[src/rtl/rv32i_pkg.sv]
// Shared RV32I definitions: opcode and funct3 codes plus the OP-IMM sequencer state encoding.
package rv32i_pkg;

   localparam logic [6:0] OPC_OP_IMM = 7'h13;
   localparam logic [6:0] OPC_OP     = 7'h33;

   localparam logic [2:0] F3_ADDI  = 3'h0;
   localparam logic [2:0] F3_SLLI  = 3'h1;
   localparam logic [2:0] F3_SLTI  = 3'h2;
   localparam logic [2:0] F3_SLTIU = 3'h3;
   localparam logic [2:0] F3_XORI  = 3'h4;
   localparam logic [2:0] F3_SRXI  = 3'h5;
   localparam logic [2:0] F3_ORI   = 3'h6;
   localparam logic [2:0] F3_ANDI  = 3'h7;

   typedef enum logic [2:0] {
      IDLE   = 3'd0,
      RDRS   = 3'd1,
      EXEC   = 3'd2,
      WB     = 3'd3,
      RETIRE = 3'd4
   } ctrl_state_t;

endpackage

[src/rtl/ins_exec_rv32i_i_ctrl.sv]
// OP-IMM sequencer: accept, read rs1, strobe the compute unit, arbitrate for the
// regfile write port, retire. Handshake: an instruction transfers on a rising edge where ins_valid && ins_ready.
module ins_exec_rv32i_i_ctrl
   import rv32i_pkg::*;
#(
   parameter int         XLEN    = 32,
   parameter logic [6:0] OPC_IMM = OPC_OP_IMM
) (
   input  logic            clk,
   input  logic            rst,
   input  logic            ins_valid,
   output logic            ins_ready,
   input  logic [6:0]      ins_dec_op,
   input  logic [2:0]      ins_dec_funct3,
   input  logic [4:0]      ins_rs1,
   input  logic [4:0]      ins_rd,
   input  logic [XLEN-1:0] ins_imm,
   output logic [4:0]      reg_r_idx,
   input  logic [XLEN-1:0] reg_r_val,
   output logic            unit_op,
   output logic [2:0]      unit_funct3,
   output logic [XLEN-1:0] unit_rs1_val,
   output logic [XLEN-1:0] unit_imm,
   output logic [4:0]      unit_rd,
   input  logic            unit_w_op,
   input  logic [4:0]      unit_w_idx,
   input  logic [XLEN-1:0] unit_w_val,
   output logic            wb_req,
   input  logic            wb_gnt,
   output logic            reg_w_op,
   output logic [4:0]      reg_w_reg_idx,
   output logic [XLEN-1:0] reg_w_reg_val,
   output logic            ins_done,
   output logic            ins_illegal,
   output logic [31:0]     instret,
   output ctrl_state_t     dbg_state
);

   ctrl_state_t     state;
   logic [4:0]      res_idx;
   logic [XLEN-1:0] res_val;

   always_ff @(posedge clk) begin
      if (rst) begin
         state        <= IDLE;
         ins_ready    <= 1'b1;
         reg_r_idx    <= '0;
         unit_op      <= 1'b0;
         unit_funct3  <= '0;
         unit_rs1_val <= '0;
         unit_imm     <= '0;
         unit_rd      <= '0;
         wb_req       <= 1'b0;
         res_idx      <= '0;
         res_val      <= '0;
         ins_done     <= 1'b0;
         ins_illegal  <= 1'b0;
         instret      <= '0;
      end else begin
         unit_op     <= 1'b0;
         ins_done    <= 1'b0;
         ins_illegal <= 1'b0;
         case (state)
            IDLE: begin
               if (ins_valid) begin
                  if (ins_dec_op == OPC_IMM) begin
                     unit_funct3 <= ins_dec_funct3;
                     unit_rd     <= ins_rd;
                     unit_imm    <= ins_imm;
                     reg_r_idx   <= ins_rs1;
                     ins_ready   <= 1'b0;
                     state       <= RDRS;
                  end else begin
                     ins_illegal <= 1'b1;
                  end
               end
            end
            RDRS: begin
               // x0 is hardwired to zero whatever the regfile returns
               unit_rs1_val <= (reg_r_idx == 5'd0) ? '0 : reg_r_val;
               unit_op      <= 1'b1;
               reg_r_idx    <= '0;
               state        <= EXEC;
            end
            EXEC: begin
               res_idx <= unit_w_idx;
               res_val <= unit_w_val;
               if (!unit_w_op) begin
                  ins_illegal <= 1'b1;
                  state       <= RETIRE;
               end else if (unit_w_idx == 5'd0) begin
                  ins_done <= 1'b1;
                  instret  <= instret + 32'd1;
                  state    <= RETIRE;
               end else begin
                  wb_req <= 1'b1;
                  state  <= WB;
               end
            end
            WB: begin
               if (wb_gnt) begin
                  wb_req   <= 1'b0;
                  ins_done <= 1'b1;
                  instret  <= instret + 32'd1;
                  state    <= RETIRE;
               end
            end
            RETIRE: begin
               ins_ready <= 1'b1;
               state     <= IDLE;
            end
            default: begin
               ins_ready <= 1'b1;
               wb_req    <= 1'b0;
               state     <= IDLE;
            end
         endcase
      end
   end

   // Write port is only driven in the cycle the arbiter grants it.
   assign reg_w_op      = wb_req & wb_gnt;
   assign reg_w_reg_idx = res_idx;
   assign reg_w_reg_val = res_val;
   assign dbg_state     = state;

endmodule
[config.mk]
export PLATFORM = sky130hd
export DESIGN_NAME = ins_exec_rv32i_i_ctrl
export DESIGN_NICKNAME = d
export VERILOG_FILES = /design/src/rtl/rv32i_pkg.sv /design/src/rtl/ins_exec_rv32i_i_ctrl.sv
export SDC_FILE = /design/constraint.sdc
export NUM_CORES = 1
export LEC_CHECK = 0
export ABC_AREA = 1
export BUFFER_PORTS_ARGS = -buffer_cell sky130_fd_sc_hd__buf_2
export CORE_UTILIZATION = 41
export DETAILED_ROUTE_END_ITERATION = 6
export PLACE_DENSITY = 0.68
export SKIP_CTS_REPAIR_TIMING = 1
export SLEW_MARGIN = 10
export SYNTH_ARGS = -nofsm -noshare
export SYNTH_HDL_FRONTEND = slang
export SYNTH_SLANG_ARGS = --single-unit
[constraint.sdc]
create_clock -name clk -period 1.68 [get_ports clk]
set_input_delay 0.168 -clock clk [delete_from_list [all_inputs] [get_ports clk]]
set_output_delay 0.168 -clock clk [all_outputs]
set_load 0.01 [all_outputs]
Yosys cells after proc, flatten, opt, wreduce, memory -nomap -nowiden
Cells that the tools add are included.
{"block": "classes", "bitwise": 3, "n_reduce_logical": 13, "eq_ne": 11, "mux": 30, "n_addsub": 1}
{"op": "32-bit two-way mux", "count": 4}
{"op": "32-bit one-hot mux with 2 select lines", "count": 1}
{"op": "32-bit by 1-bit adder with 32-bit output, second input constant", "count": 1}
{"op": "3-bit two-way mux", "count": 5}
{"op": "1-bit two-way mux", "count": 12}
{"op": "2-bit != test, second input constant", "count": 6}
{"op": "3-bit one-hot mux with 4 select lines", "count": 1}
{"op": "3-bit AND reduction", "count": 4}
{"op": "5-bit zero test", "count": 2}
{"op": "5-bit two-way mux", "count": 2}
{"op": "5-bit one-hot mux with 2 select lines", "count": 1}
{"op": "4-bit AND reduction", "count": 2}
{"op": "7-bit by 5-bit equality test with 1-bit output, second input constant", "count": 1}
{"op": "3-bit by 2-bit equality test with 1-bit output, second input constant", "count": 2}
{"op": "1-bit one-hot mux with 2 select lines", "count": 3}
{"op": "3-bit OR reduction", "count": 2}
{"op": "2-bit nonzero test", "count": 2}
{"op": "3-bit by 1-bit equality test with 1-bit output, second input constant", "count": 1}
{"op": "3-bit equality test, second input constant", "count": 1}
{"op": "3-bit zero test", "count": 1}
{"op": "1-bit one-hot mux with 3 select lines", "count": 1}
{"op": "1-bit NOT", "count": 2}
{"op": "1-bit bitwise AND", "count": 1}
{"block": "word_totals", "register_bits": 154, "wordCells": 72, "output_inout_bits": 155}

Depth between registers and ports, before layout
{"block": "depth", "word_depth": 4, "depth_mapped": 10, "mapped_depth_nobuf": 10}

Worst setup path before layout
Ideal clock, no wire load.
{"block": "synth_timing", "path_kind": "register to register", "from": "reg instret[1]", "to": "reg instret[16]", "path_stages_with_launch": 9, "synth_period_minus_slack_ns": 1.480, "arrival_time_ns": 1.365, "n_path_buf": 0, "required_time_ns": 1.565, "path_slack_ns": 0.200, "cell_sequence": "dfxtp_1 -> ha_1 -> nand3_1 -> inv_1 -> nand3_2 -> nor3_1 -> nand3_1 -> nand2_1 -> nor2_1"}
{"block": "synth_between", "elab_chain_len": 4, "elab_cells_between_ends": 5, "cone_classes": "add/sub: 1; mux: 4"}
{"element": "start, declared", "line": "ins_exec_rv32i_i_ctrl.sv:35", "text": "output logic [31:0] instret,"}
{"element": "start signal, assigned", "line": "ins_exec_rv32i_i_ctrl.sv:93", "text": "instret <= instret + 32'd1;"}
{"element": "start signal, assigned", "line": "ins_exec_rv32i_i_ctrl.sv:104", "text": "instret <= instret + 32'd1;"}
{"element": "32-bit by 1-bit adder with 32-bit output *", "line": "ins_exec_rv32i_i_ctrl.sv:93, ins_exec_rv32i_i_ctrl.sv:104"}
{"element": "32-bit two-way mux", "line": "ins_exec_rv32i_i_ctrl.sv:91", "text": "end else if (unit_w_idx == 5'd0) begin"}
{"element": "32-bit two-way mux", "line": "ins_exec_rv32i_i_ctrl.sv:88", "text": "if (!unit_w_op) begin"}
{"element": "32-bit one-hot mux with 2 select lines *", "line": "ins_exec_rv32i_i_ctrl.sv:63", "text": "case (state)"}
Mark *: on every way between the ends. The rest lies on a longest branch, timed or not. The select of a mux whose other input is x is not followed.
A chain may end at the register's enable or synchronous reset.

Worst setup path after layout
{"block": "layout_timing", "from": "reg state[0], in the netlist dbg_state[0]", "to": "reg instret[23]"}
{"block": "layout_between", "elab_chain_len": 3, "elab_cells_between_ends": 8, "cone_classes": "eq/ne: 5; mux: 1; reduce/logical: 2"}
{"element": "start, declared", "line": "ins_exec_rv32i_i_ctrl.sv:39", "text": "ctrl_state_t state;"}
{"element": "start signal, assigned", "line": "ins_exec_rv32i_i_ctrl.sv:45", "text": "state <= IDLE;"}
{"element": "start signal, assigned", "line": "ins_exec_rv32i_i_ctrl.sv:72", "text": "state <= RDRS;"}
{"element": "start signal, assigned", "line": "ins_exec_rv32i_i_ctrl.sv:83", "text": "state <= EXEC;"}
{"element": "3-bit by 2-bit equality test with 1-bit output", "line": "ins_exec_rv32i_i_ctrl.sv:63"}
{"element": "2-bit != test (no source line) / 2-bit nonzero test (equally long branches)"}
{"element": "4-bit AND reduction (no source line)"}
Parallel ways exist; a longest one is shown, timed or not.

==> results_dict.tcl <==
set metrics [dict create \
    io_buffers 280 \
    numCtsBuffers 17 \
    hold_class "primary input to flip-flop" \
    final_common_cell "buf_2" \
    worstSetupPathType "flip-flop to flip-flop" \
    grt_max_degree 81 \
    die_y_um 126 \
    synthCells 872 \
    final_cell_mix "buf_2 (280), dfxtp_1 (153), nor2_1 (151), nand2_1 (145), a21oi_1 (113)" \
    insertion_delay_ns 0.42 \
    first_pass_iters 7 \
    timing.final.ws_setup_ns 0.164 \
    wirelength_mm 18.0 \
    fin_nets 1290 \
    yosysUniqueCellTypes 26 \
    num_rows 44 \
    max_freq_mhz 659 \
    dieArea_um2 15800 \
    hpwl_mm 12.8 \
    wl_per_cell_um 13.2 \
    hold_viol 4 \
    clkSlewWorstSetupHoldPaths_ns 0.07 \
    finalCritPeriodShare_pct 90.3 \
    rsz0062_at_grt "true" \
    routed_via_density 4.77 \
    cp-start-kind "flip-flop" \
    cts_tree "done" \
    netlist_area_um2 6260 \
    yosysSeqAreaShare_pct 49.3 \
    ys_ff_latch 154 \
    slowest_stage "dfxtp_1" \
    grt-ovfl-total 0 \
    whs_ns -0.00513 \
    syn_avg_cell_area_um2 7.17 \
    drv_cap 0 \
    cts_sinks 154 \
    fillerInstances 1414 \
    skew_ns 0.0130 \
    cp.arrival_ns 1.83 \
    antenna_found_initial 0 \
    gp_congestion 0.852 \
    via_count 6492 \
    ctsLongestPathBuffers 2 \
    cts-root-buf "clkbuf_16" \
    max-vdd-ir-drop_mv 0.747 \
    hold_depth 3 \
    utilization_pct 59.1 \
    power.density_nw_per_um2 895 \
    htree_num_levels 4 \
    cpPeakStageDelay_ns 0.42 \
    track_usage_pct 22.8 \
    insertedDiodeCount 0 \
    cp.required_ns 1.99 \
    ff2ff_path_depth 8 \
    die_w_um 126 \
    path_common_cell "nand2_1" \
    grt_pass1_wl_mm 28.7 \
    critPathCaptureType "flip-flop" \
    ant_nets 0 \
    power_leakage_nw 4.06 \
    core-area_um2 14700 \
    area_growth_pct 38.8 \
    crit_fanout 31 \
    tightestPinTransition_ns 0.436 \
    grt_pass1_vias 5777 \
    start_util_pct 42.6 \
    io_pins 281 \
    path_cells "nand2_1 > nor2_1 > nand2_1 > nand2_2 > buf_12 > nand3_1 > nand2_1 > nor2_1" \
    drive_gt1_share_pct 29.7 \
    violations "DRC, hold timing" \
    synth_nets 999 \
    finalCriticalPeriod_ns 1.52 \
    synth_warnings 0 \
    place_ws_ns 0.145 \
    drtIter0Drc 455 \
    slew_headroom_pct 70.6 \
    status "finished, violations left" \
    finalSetupViolCount 0 \
    drc 13 \
    slew_violations 0 \
]
[layout make-up]
| cell class | instances | area, um2 | share of cell area, % |
|---|---|---|---|
| sequential | 154 | 3080 | 35.5 |
| clock inverter | 14 | 149 | 1.71 |
| multi-input combinational | 593 | 2670 | 30.7 |
| tap | 184 | 230 | 2.65 |
| timing repair buffer | 319 | 1830 | 21.1 |
| inverter | 78 | 297 | 3.41 |
| clock buffer | 18 | 429 | 4.94 |
[sequential cells by signal (all words and copies together), names as in the netlist, 3 cells and up]
register,flops
reg_w_reg_val,32
dbg_state,3
reg_r_idx,5
unit_rs1_val,32
instret,32
reg_w_reg_idx,5
unit_imm,32
unit_funct3,3
unit_rd,5
[power by group]
group	leakage (nW)	internal (W)	switching, W
clock	0.272	0.00219	0.00154
combinational	2.55	0.000194	0.000181
sequential	1.24	0.00366	0.00000667
[cell families (layout without fill, tap and decap cells)]
| kind of cell | count (synthesis) | count (layout) | share of synthesized area, % |
|---|---|---|---|
| XOR/XNOR | 3 | 3 | 0.420 |
| AO/OA/AOI/OAI | 224 | 224 | 17.9 |
| adder cells (fa/ha/maj) | 1 | 1 | 0.200 |
| flip-flops | 154 | 154 | 49.3 |
| buffers and inverters | 125 | 429 | 8.26 |
| AND/OR/NAND/NOR | 365 | 365 | 23.9 |
[synthesized netlist by cell type, drive strengths merged]
master / count / area share [%]
a21oi: 113 / 9.0
xor2: 1 / 0.14
nand3: 48 / 4.1
buf: 18 / 1.8
nand2: 148 / 9.1
xnor2: 2 / 0.28
clkbuf: 29 / 1.7
nand3b: 1 / 0.12
inv: 76 / 4.6
o21ai: 111 / 8.9
dfxtp: 154 / 49
ha: 1 / 0.20
clkinv: 2 / 0.12
nand4: 5 / 0.50
nor3: 6 / 0.48
nor2: 157 / 9.7
[per-layer routing]
| layer | vias up | track usage, % | share of wire [%] |
|---|---|---|---|
| li1 | 3393 | - | - |
| met1 | 2852 | 28.6 | 43 |
| met2 | 218 | 36.2 | 47 |
| met3 | 29 | 7.57 | 7.4 |
| met4 | 0 | 8.46 | 2.2 |
| met5 | - | 0 | 0 |
[path summary, 6_finish.rpt]
kind | startpoint | to | slack [ns]
max | dbg_state[0]$_SDFFE_PP0P_ | instret[23]$_SDFFE_PP0P_ | 0.16
min reg2reg | unit_imm[3]$_SDFFE_PP0P_ | unit_imm[3]$_SDFFE_PP0P_ | 0.44
min | reg_r_val[18] | unit_rs1_val[18]$_SDFFE_PP0P_ | -0.005
max reg2reg | dbg_state[0]$_SDFFE_PP0P_ | instret[23]$_SDFFE_PP0P_ | 0.16
[critical path: cells and delay by family, from the launching register on]
kind	cells	cell delay, ns
simple gates	7	0.80
buf+inv	1	0.19
flops	1	0.42
[stage by stage]
stage | cells | area [um2] | TNS, ns | total power [W]
6_report | 1360 | 8680 | 0 | 0.00777
3_5_place_dp | 1309 | 7910 | 0 | 0.00409
4_1_cts | 1341 | 8490 | 0 | 0.00782
3_3_place_gp | 1309 | 7910 | 0 | 0.00409
2_1_floorplan | 872 | 6260 | 0 | 0.00390
5_1_grt | 1360 | 8680 | -0.0568 | 0.00808
Power figures use the tool's default switching activity.
